`src/rtl/ram_ctrl_pkg.sv`:
```
// Shared constants and FSM state type for the RAM command front-end.
package ram_ctrl_pkg;

    localparam int ADDR_W      = 6;
    localparam int DATA_W      = 32;
    localparam int CMD_W       = 39;
    localparam int CMD_ADDR_HI = 38;
    localparam int CMD_ADDR_LO = 33;
    localparam int CMD_WR_BIT  = 32;

    typedef enum logic [1:0] {
        IDLE,
        ISSUE,
        WAIT,
        RESP
    } state_t;

endpackage

```
`src/rtl/cmd_fifo.sv`:
```
// Synchronous command FIFO; an extra pointer bit separates full from empty.
module cmd_fifo #(
    parameter int WIDTH = 39,
    parameter int DEPTH = 4
) (
    input  logic             clk,
    input  logic             rst_n,
    input  logic             push,
    input  logic             pop,
    input  logic [WIDTH-1:0] din,
    output logic [WIDTH-1:0] dout,
    output logic             full,
    output logic             empty
);

    localparam int PTR_W = $clog2(DEPTH);

    logic [WIDTH-1:0] mem [DEPTH];
    logic [PTR_W:0]   wr_ptr;
    logic [PTR_W:0]   rd_ptr;
    logic             do_push;
    logic             do_pop;

    assign empty   = (wr_ptr == rd_ptr);
    assign full    = (wr_ptr[PTR_W] != rd_ptr[PTR_W]) &&
                     (wr_ptr[PTR_W-1:0] == rd_ptr[PTR_W-1:0]);
    assign do_push = push && !full;
    assign do_pop  = pop && !empty;
    assign dout    = mem[rd_ptr[PTR_W-1:0]];

    always_ff @(posedge clk or negedge rst_n) begin
        if (!rst_n) begin
            wr_ptr <= '0;
            rd_ptr <= '0;
        end else begin
            if (do_push) wr_ptr <= wr_ptr + 1'b1;
            if (do_pop)  rd_ptr <= rd_ptr + 1'b1;
        end
    end

    // Storage needs no reset; the pointers define what is valid.
    always_ff @(posedge clk) begin
        if (do_push) mem[wr_ptr[PTR_W-1:0]] <= din;
    end

endmodule

```
`src/rtl/ram_cmd_ctrl.sv`:
```
// Flow-controlled command front-end replaying buffered commands onto ram_sync.
//   state | meaning
//   IDLE  | waiting for a queued command; pops head and loads RAM pins
//   ISSUE | RAM samples pins at end of cycle; writes finish here
//   WAIT  | registered RAM read data arrives; captured into response
//   RESP  | response held until the consumer accepts it
module ram_cmd_ctrl
    import ram_ctrl_pkg::*;
#(
    parameter int FIFO_DEPTH = 4,
    parameter int CNT_W      = 8
) (
    input  logic              clk,
    input  logic              rst_n,
    input  logic [CMD_W-1:0]  cmd_in,
    input  logic              cmd_valid,
    output logic              cmd_ready,
    output logic [DATA_W-1:0] rsp_data,
    output logic [ADDR_W-1:0] rsp_addr,
    output logic              rsp_valid,
    input  logic              rsp_ready,
    output logic              ram_writeOn,
    output logic [ADDR_W-1:0] ram_address,
    output logic [DATA_W-1:0] ram_data_in,
    input  logic [DATA_W-1:0] ram_data_out,
    output logic [CNT_W-1:0]  wr_cnt,
    output logic [CNT_W-1:0]  rd_cnt,
    output logic              busy
);

    state_t           state;
    logic [CMD_W-1:0] head;
    logic             fifo_full;
    logic             fifo_empty;
    logic             pop;

    assign cmd_ready = !fifo_full;
    assign pop       = (state == IDLE) && !fifo_empty;
    assign busy      = (state != IDLE) || !fifo_empty;

    cmd_fifo #(
        .WIDTH (CMD_W),
        .DEPTH (FIFO_DEPTH)
    ) u_fifo (
        .clk   (clk),
        .rst_n (rst_n),
        .push  (cmd_valid),
        .pop   (pop),
        .din   (cmd_in),
        .dout  (head),
        .full  (fifo_full),
        .empty (fifo_empty)
    );

    // ram_writeOn doubles as the write flag of the command in ISSUE.
    always_ff @(posedge clk or negedge rst_n) begin
        if (!rst_n) begin
            state       <= IDLE;
            ram_writeOn <= 1'b0;
            ram_address <= '0;
            ram_data_in <= '0;
            rsp_data    <= '0;
            rsp_addr    <= '0;
            rsp_valid   <= 1'b0;
            wr_cnt      <= '0;
            rd_cnt      <= '0;
        end else begin
            case (state)
                IDLE: begin
                    if (!fifo_empty) begin
                        ram_address <= head[CMD_ADDR_HI:CMD_ADDR_LO];
                        ram_data_in <= head[DATA_W-1:0];
                        ram_writeOn <= head[CMD_WR_BIT];
                        state       <= ISSUE;
                    end
                end
                ISSUE: begin
                    if (ram_writeOn) begin
                        ram_writeOn <= 1'b0;
                        wr_cnt      <= wr_cnt + 1'b1;
                        state       <= IDLE;
                    end else begin
                        state <= WAIT;
                    end
                end
                WAIT: begin
                    rsp_data  <= ram_data_out;
                    rsp_addr  <= ram_address;
                    rsp_valid <= 1'b1;
                    state     <= RESP;
                end
                RESP: begin
                    if (rsp_ready) begin
                        rsp_valid <= 1'b0;
                        rd_cnt    <= rd_cnt + 1'b1;
                        state     <= IDLE;
                    end
                end
                default: state <= IDLE;
            endcase
        end
    end

endmodule

```
`config.mk`:
```
export PLATFORM = sky130hd
export DESIGN_NAME = ram_cmd_ctrl
export DESIGN_NICKNAME = d
export VERILOG_FILES = /design/src/rtl/ram_ctrl_pkg.sv /design/src/rtl/cmd_fifo.sv /design/src/rtl/ram_cmd_ctrl.sv
export SDC_FILE = /design/constraint.sdc
export NUM_CORES = 1
export LEC_CHECK = 0
export CAP_MARGIN = 20
export CORE_UTILIZATION = 50
export CTS_CLUSTER_SIZE = 40
export DETAILED_ROUTE_END_ITERATION = 8
export PLACE_DENSITY = 0.86
export SETUP_SLACK_MARGIN = 0.05
export SLEW_MARGIN = 0
export SYNTH_ARGS = -nofsm -noshare
export SYNTH_HDL_FRONTEND = slang
export SYNTH_SLANG_ARGS = --single-unit
export TNS_END_PERCENT = 20
```
`constraint.sdc`:
```
create_clock -name clk -period 3.98 [get_ports clk]
set_input_delay 0.597 -clock clk [delete_from_list [all_inputs] [get_ports clk]]
set_output_delay 0.597 -clock clk [all_outputs]
set_load 0.05 [all_outputs]
```
Yosys cells after proc, flatten, opt, wreduce, memory -nomap -nowiden. Memories as Yosys holds them, arrays and structs flattened. Index checks and enable logic that the tools add are counted.

Register bits after elaboration: 102. Latch bits: 0. Memories: 1. Memory bits (writable): 156. Bits in read-only memories: 0.

Bitwise operators: 1. Equality and inequality tests: 8. Shifts and indexed selects: 0. $add $sub $neg: 4. Div/mod/pow operators: 0. Reduce and logical (&&, ||, !) cells: 17. Order comparisons: 0. Multiplexer cells: 10. Multipliers: 0.

Memories: u_fifo.mem (depth 4, width 39, read ports 1, clocked after Yosys merged registers in 0, wr ports 1, line cmd_fifo.sv:18) `logic [WIDTH-1:0] mem [DEPTH];`.

Operators by type and width (count): $add 8x1->8 const B (2); $reduce_and 2->1 (6); $pmux 2 s4 (1); $add 3x1->3 const B (2); $mux 2 (3); $reduce_bool 2->1 (3); $eq 2x2->1 const B (2); $logic_and 1x1->1 (4); $mux 1 (4); $ne 2x2->1 const B (2); $pmux 1 s2 (2); $eq 3x3->1 (1); $eq 2x1->1 const B (1); $eq 2x2->1 (1); $logic_not 1->1 (2); $logic_not 2->1 (1); $logic_or 1x1->1 (1); $ne 1x1->1 (1); $not 1->1 (1).

Longest topological paths before layout.
Depth after elaboration: 6. Gate-level depth with buffers: 5. Gate-level depth less buffers: 3.

Cells and area by module. A second synthesis with hierarchy kept.

Cell total of the unflattened synthesis: 493. Area, all modules: 9933.3 µm².

Modules (own cells, without submodules): cmd_fifo (times used 1, cells an instance 253, area an instance 6149.6 µm²); ram_cmd_ctrl (times used 1, cells an instance 240, area an instance 3783.6 µm²).

Worst setup path before layout. OpenSTA, ideal clock, no wires.

Kind: register -> register. Start point: register u_fifo.rd_ptr[1]. End point: memory u_fifo.mem[0][0] (enable). Cell stages (with the launch flop): 5. Required time: 3580 ps. Setup time: 400 ps. Slack: 1492 ps. Arrival: 2088 ps. Period minus slack after synthesis: 2488 ps. Path through: dfrtp_1 > buf_2 > xor2_1 > o31a_1 > and2_1.

Cells in the longest elaborated chain, start to end: 6.

Ends and longest elaborated chain: start, declared (line cmd_fifo.sv:20) `logic [PTR_W:0] rd_ptr;`; start signal, assigned (line cmd_fifo.sv:37) `if (do_pop) rd_ptr <= rd_ptr + 1'b1;`; $eq 2x2->1 (line cmd_fifo.sv:26) `(wr_ptr[PTR_W-1:0] == rd_ptr[PTR_W-1:0]);`; $logic_and 1x1->1 (line cmd_fifo.sv:25) `assign full = (wr_ptr[PTR_W] != rd_ptr[PTR_W]) &&`; $logic_not 1->1 (line cmd_fifo.sv:27) `assign do_push = push && !full;`; $logic_and 1x1->1 (line cmd_fifo.sv:27); $mux 1 (line cmd_fifo.sv:43) `if (do_push) mem[wr_ptr[PTR_W-1:0]] <= din;`; $mux 1 (not written as such) (line cmd_fifo.sv:43); end, declared (line cmd_fifo.sv:18).

No other way between the ends.

Worst setup path after layout.
Start point: register u_fifo.wr_ptr[1]. End point: output busy.

Cells in the longest elaborated chain, start to end: 3.

Ends and longest elaborated chain: start, declared (line cmd_fifo.sv:19) `logic [PTR_W:0] wr_ptr;`; start signal, assigned (line cmd_fifo.sv:36) `if (do_push) wr_ptr <= wr_ptr + 1'b1;`; $eq 3x3->1 (line cmd_fifo.sv:24) `assign empty = (wr_ptr == rd_ptr);`; $logic_not 1->1 (line ram_cmd_ctrl.sv:39) `assign busy = (state != IDLE) || !fifo_empty;`; $logic_or 1x1->1 (line ram_cmd_ctrl.sv:39); end, declared (line ram_cmd_ctrl.sv:28) `output logic busy`.

No other way between the ends.

==> impl_metrics.ini <==
[sta]
maxSlewViolCount = 0
hold_ws_ps = 481
finalSetupViolations = 0
tightest_slew_ps = 1040
grt_setup_unrepaired = false
max-slew-margin-rel_pct = 30.4
period_minus_slack_ps = 3100
period_share_pct = 78.0
final.setup.tns_ps = 0
fin_skew_ps = 10.3
timing_hold_violations_final = 0
timing.fmax_mhz = 322

[global_routing]
antenna_found_initial = 1
grt_pass1_wl_mm = 29.4
grt_pass1_vias = 5333
grtUsageTotal_pct = 19.2
grt_max_degree = 49
grt_overflow_total = 0

[drt]
drc = 0
drtAntennaViolNets = 0
dr.pass1.iters = 4
drt-vias-per-instance = 5.25
dr.first_iter.drc_count = 255
wl_per_cell_um = 20.5
routed_wl_mm = 19.1
vias = 4910

[final_layout]
finalNetCount = 738
multi_input_area_um2 = 2480
drive_gt1_share_pct = 26.4
area_growth_pct = 28.9
seq_area_um2 = 7240
fill_cells = 1264

[worst_setup_path]
start_kind = flop
max_stage_delay_ps = 840
crit_family = buffers and inverters
worstPathRequired_ps = 3380
slowest_stage = clkdlybuf4s50_1
worstSetupEndpointType = primary output
r2r_start = u_fifo.wr_ptr[1]
cp.buffers_inverters = 1
crit_chain = xor2_1 -> nor3_1 -> nand2_1 -> clkdlybuf4s50_1
worstSetupPathType = reg2out
reg2reg_setup_slack_ps = 1470
r2r-end = u_fifo.mem[0][25]
cp.arrival_ps = 2510
ff2ff_path_depth = 3
worstPathMaxFanout = 7

[die]
core_area_um2 = 19000
die_y_um = 142
dieArea_um2 = 20200
die_w_um = 142
std_cell_rows = 50
pin_count = 171
start_util_pct = 51.7

[power]
power_frac_clock_pct = 20.1
intPower_mw = 7.29
swShare_pct = 37.7
p_seq_share_pct = 36.0
p_per_area_nw_per_um2 = 923
p_sw_mw = 4.41
power_mw = 11.7
max-vdd-ir-drop_mv = 0.571
p_leak_nw = 4.72
pwr-share-comb_pct = 43.8

[hold_path]
hold_end = wr_cnt[7]
hold_start = wr_cnt[7]
whs_path_depth = 1
min_path_type = reg2reg

[synthesis]
synth_area_per_cell_um2 = 20.9
synth_cell_type_count = 33
synth_common_cells = 156 x edfxtp_1, 102 x dfrtp_1, 40 x mux2_2
syn_inst = 471
synth_edf_count = 156
synth_area_um2 = 9840
post-synth-top-count-cell = edfxtp_1
synth_nets = 553
synth_top_area_cell = edfxtp_1
synthTopCellsByArea = edfxtp_1 48%, dfrtp_1 26%, mux4_2 8.9%
yosysTopAreaCellShare_pct = 47.6
async_reset_ff_share_pct = 39.5
synth-main-ff-cell = edfxtp_1
ys_ff_latch = 258
synth_seq_area_share_pct = 73.6
synth_warnings = 0

[clocking]
h-tree-depth = 1
root_buffer = clkbuf_16
cts_made_buffers = 25
cts.sinks = 258
clk_path_buf_depth = 3
cts_tree = done
clk_pin_slew_worst_paths_ps = 70
clock_latency_ps = 510

[placed_design]
place.gp.congestion = 0.730
hpwlAfterDp_mm = 12.2
portBuffers = 170

[outcome]
status = complete, no violations

[job]
max_cap_viol_count = 0
-- power by group through the flow --
stage | clock network (mW) | registers [mW] | logic [mW]
after global routing | 2.50 | 4.31 | 5.38
after CTS | 2.39 | 4.23 | 5.16
final | 2.35 | 4.22 | 5.13
after floorplan | 0 | 5.72 | 2.11
after global placement | 0 | 4.20 | 5.01
after detailed placement | 0 | 4.27 | 5.12
-- metal layers --
metal / track usage [%] / vias to the layer above / share of wire (%)
met5: 0 / - / 0
met4: 4.02 / 0 / 1.4
met3: 4.04 / 27 / 7.4
met2: 34.6 / 184 / 53
met1: 24.0 / 2486 / 39
li1: - / 2213 / -
-- worst reg2reg max path: cells and delay by family (launching register included) --
kind	cells	cell delay (ps)
XOR/XNOR	1	500
AND/OR/NAND/NOR	1	870
flip-flops	1	430
AO/OA/AOI/OAI	1	290
-- what timing repair did --
item                      CTS  global route
gates resized for setup     0             0
hold endpoints to repair   22             0
setup buffers               0             0
hold buffers                1             0
-- cell families after synthesis --
kind of cell / after synthesis / synth area share [%]
DFF: 258 / 73.6
muxes: 118 / 19.4
and+or+nand+nor: 37 / 2.04
xor gates and xnor gates: 22 / 2.04
buffers and inverters: 21 / 1.30
AOI/OAI and AO/OA: 8 / 0.751
adders and majority gates: 7 / 0.890
-- flip-flops by register name (all words and copies together), names as in the netlist, named ones only --
register	count
u_fifo.wr_ptr	3
ram_writeOn	1
rsp_valid	1
ram_data_in	32
u_fifo.mem	156
ram_address	6
rsp_data	32
u_fifo.rd_ptr	3
rd_cnt	8
rsp_addr	6
state	1
wr_cnt	8
-- stage by stage --
stage / cell area [µm²] / std cells / utilization, % / worst slack [ps]
finish: 12700 / 935 / 66.7 / 876
global route: 12700 / 934 / 66.6 / 668
CTS: 12600 / 932 / 66.4 / 869
detailed placement: 11800 / 886 / 62.0 / 1310
global placement: 11800 / 886 / 62.0 / 1350
floorplan: 9840 / 471 / - / 1490
-- layout by cell type, fill, tap and decap left out, types with 2 or more instances in the layout --
cell and n:
and2_2 3, and3_1 4, buf_12 2, buf_4 5
clkbuf_16 27, clkbuf_8 3, clkdlybuf4s50_1 169, clkinv_2 8
clkinvlp_4 3, dfrtp_1 100, edfxtp_1 156, ha_1 7
inv_1 2, inv_6 2, mux2_2 40, mux2_4 38
mux4_2 39, nand2_1 10, nand2b_1 2, nand3_1 2
nand4_1 6, nor2_1 2, nor3_1 3, o21ai_0 2
xnor2_1 11, xor2_1 10
-- cell type report --
class | instances | area share, %
timing repair buffer | 177 | 14.0
inverter | 2 | 0.0592
multi-input combinational | 192 | 19.6
clock buffer | 31 | 5.72
sequential | 258 | 57.1
antenna | 1 | 0.0197
tap | 260 | 2.57
clock inverter | 14 | 0.869
-- how the worst max path moves through the flow --
stage,from,endpoint,slack (ps),cells after the start
2_1_floorplan,u_fifo.rd_ptr[1],u_fifo.mem[0][0],1490,4
6_report,u_fifo.wr_ptr[1],busy,880,4
3_3_place_gp,cmd_valid,u_fifo.mem[1][23],1350,3
5_1_grt,u_fifo.wr_ptr[1],busy,670,4
4_1_cts,u_fifo.wr_ptr[1],busy,870,4
3_5_place_dp,cmd_valid,u_fifo.mem[0][23],1310,3
No activity file was read; power rests on OpenSTA's default activity.
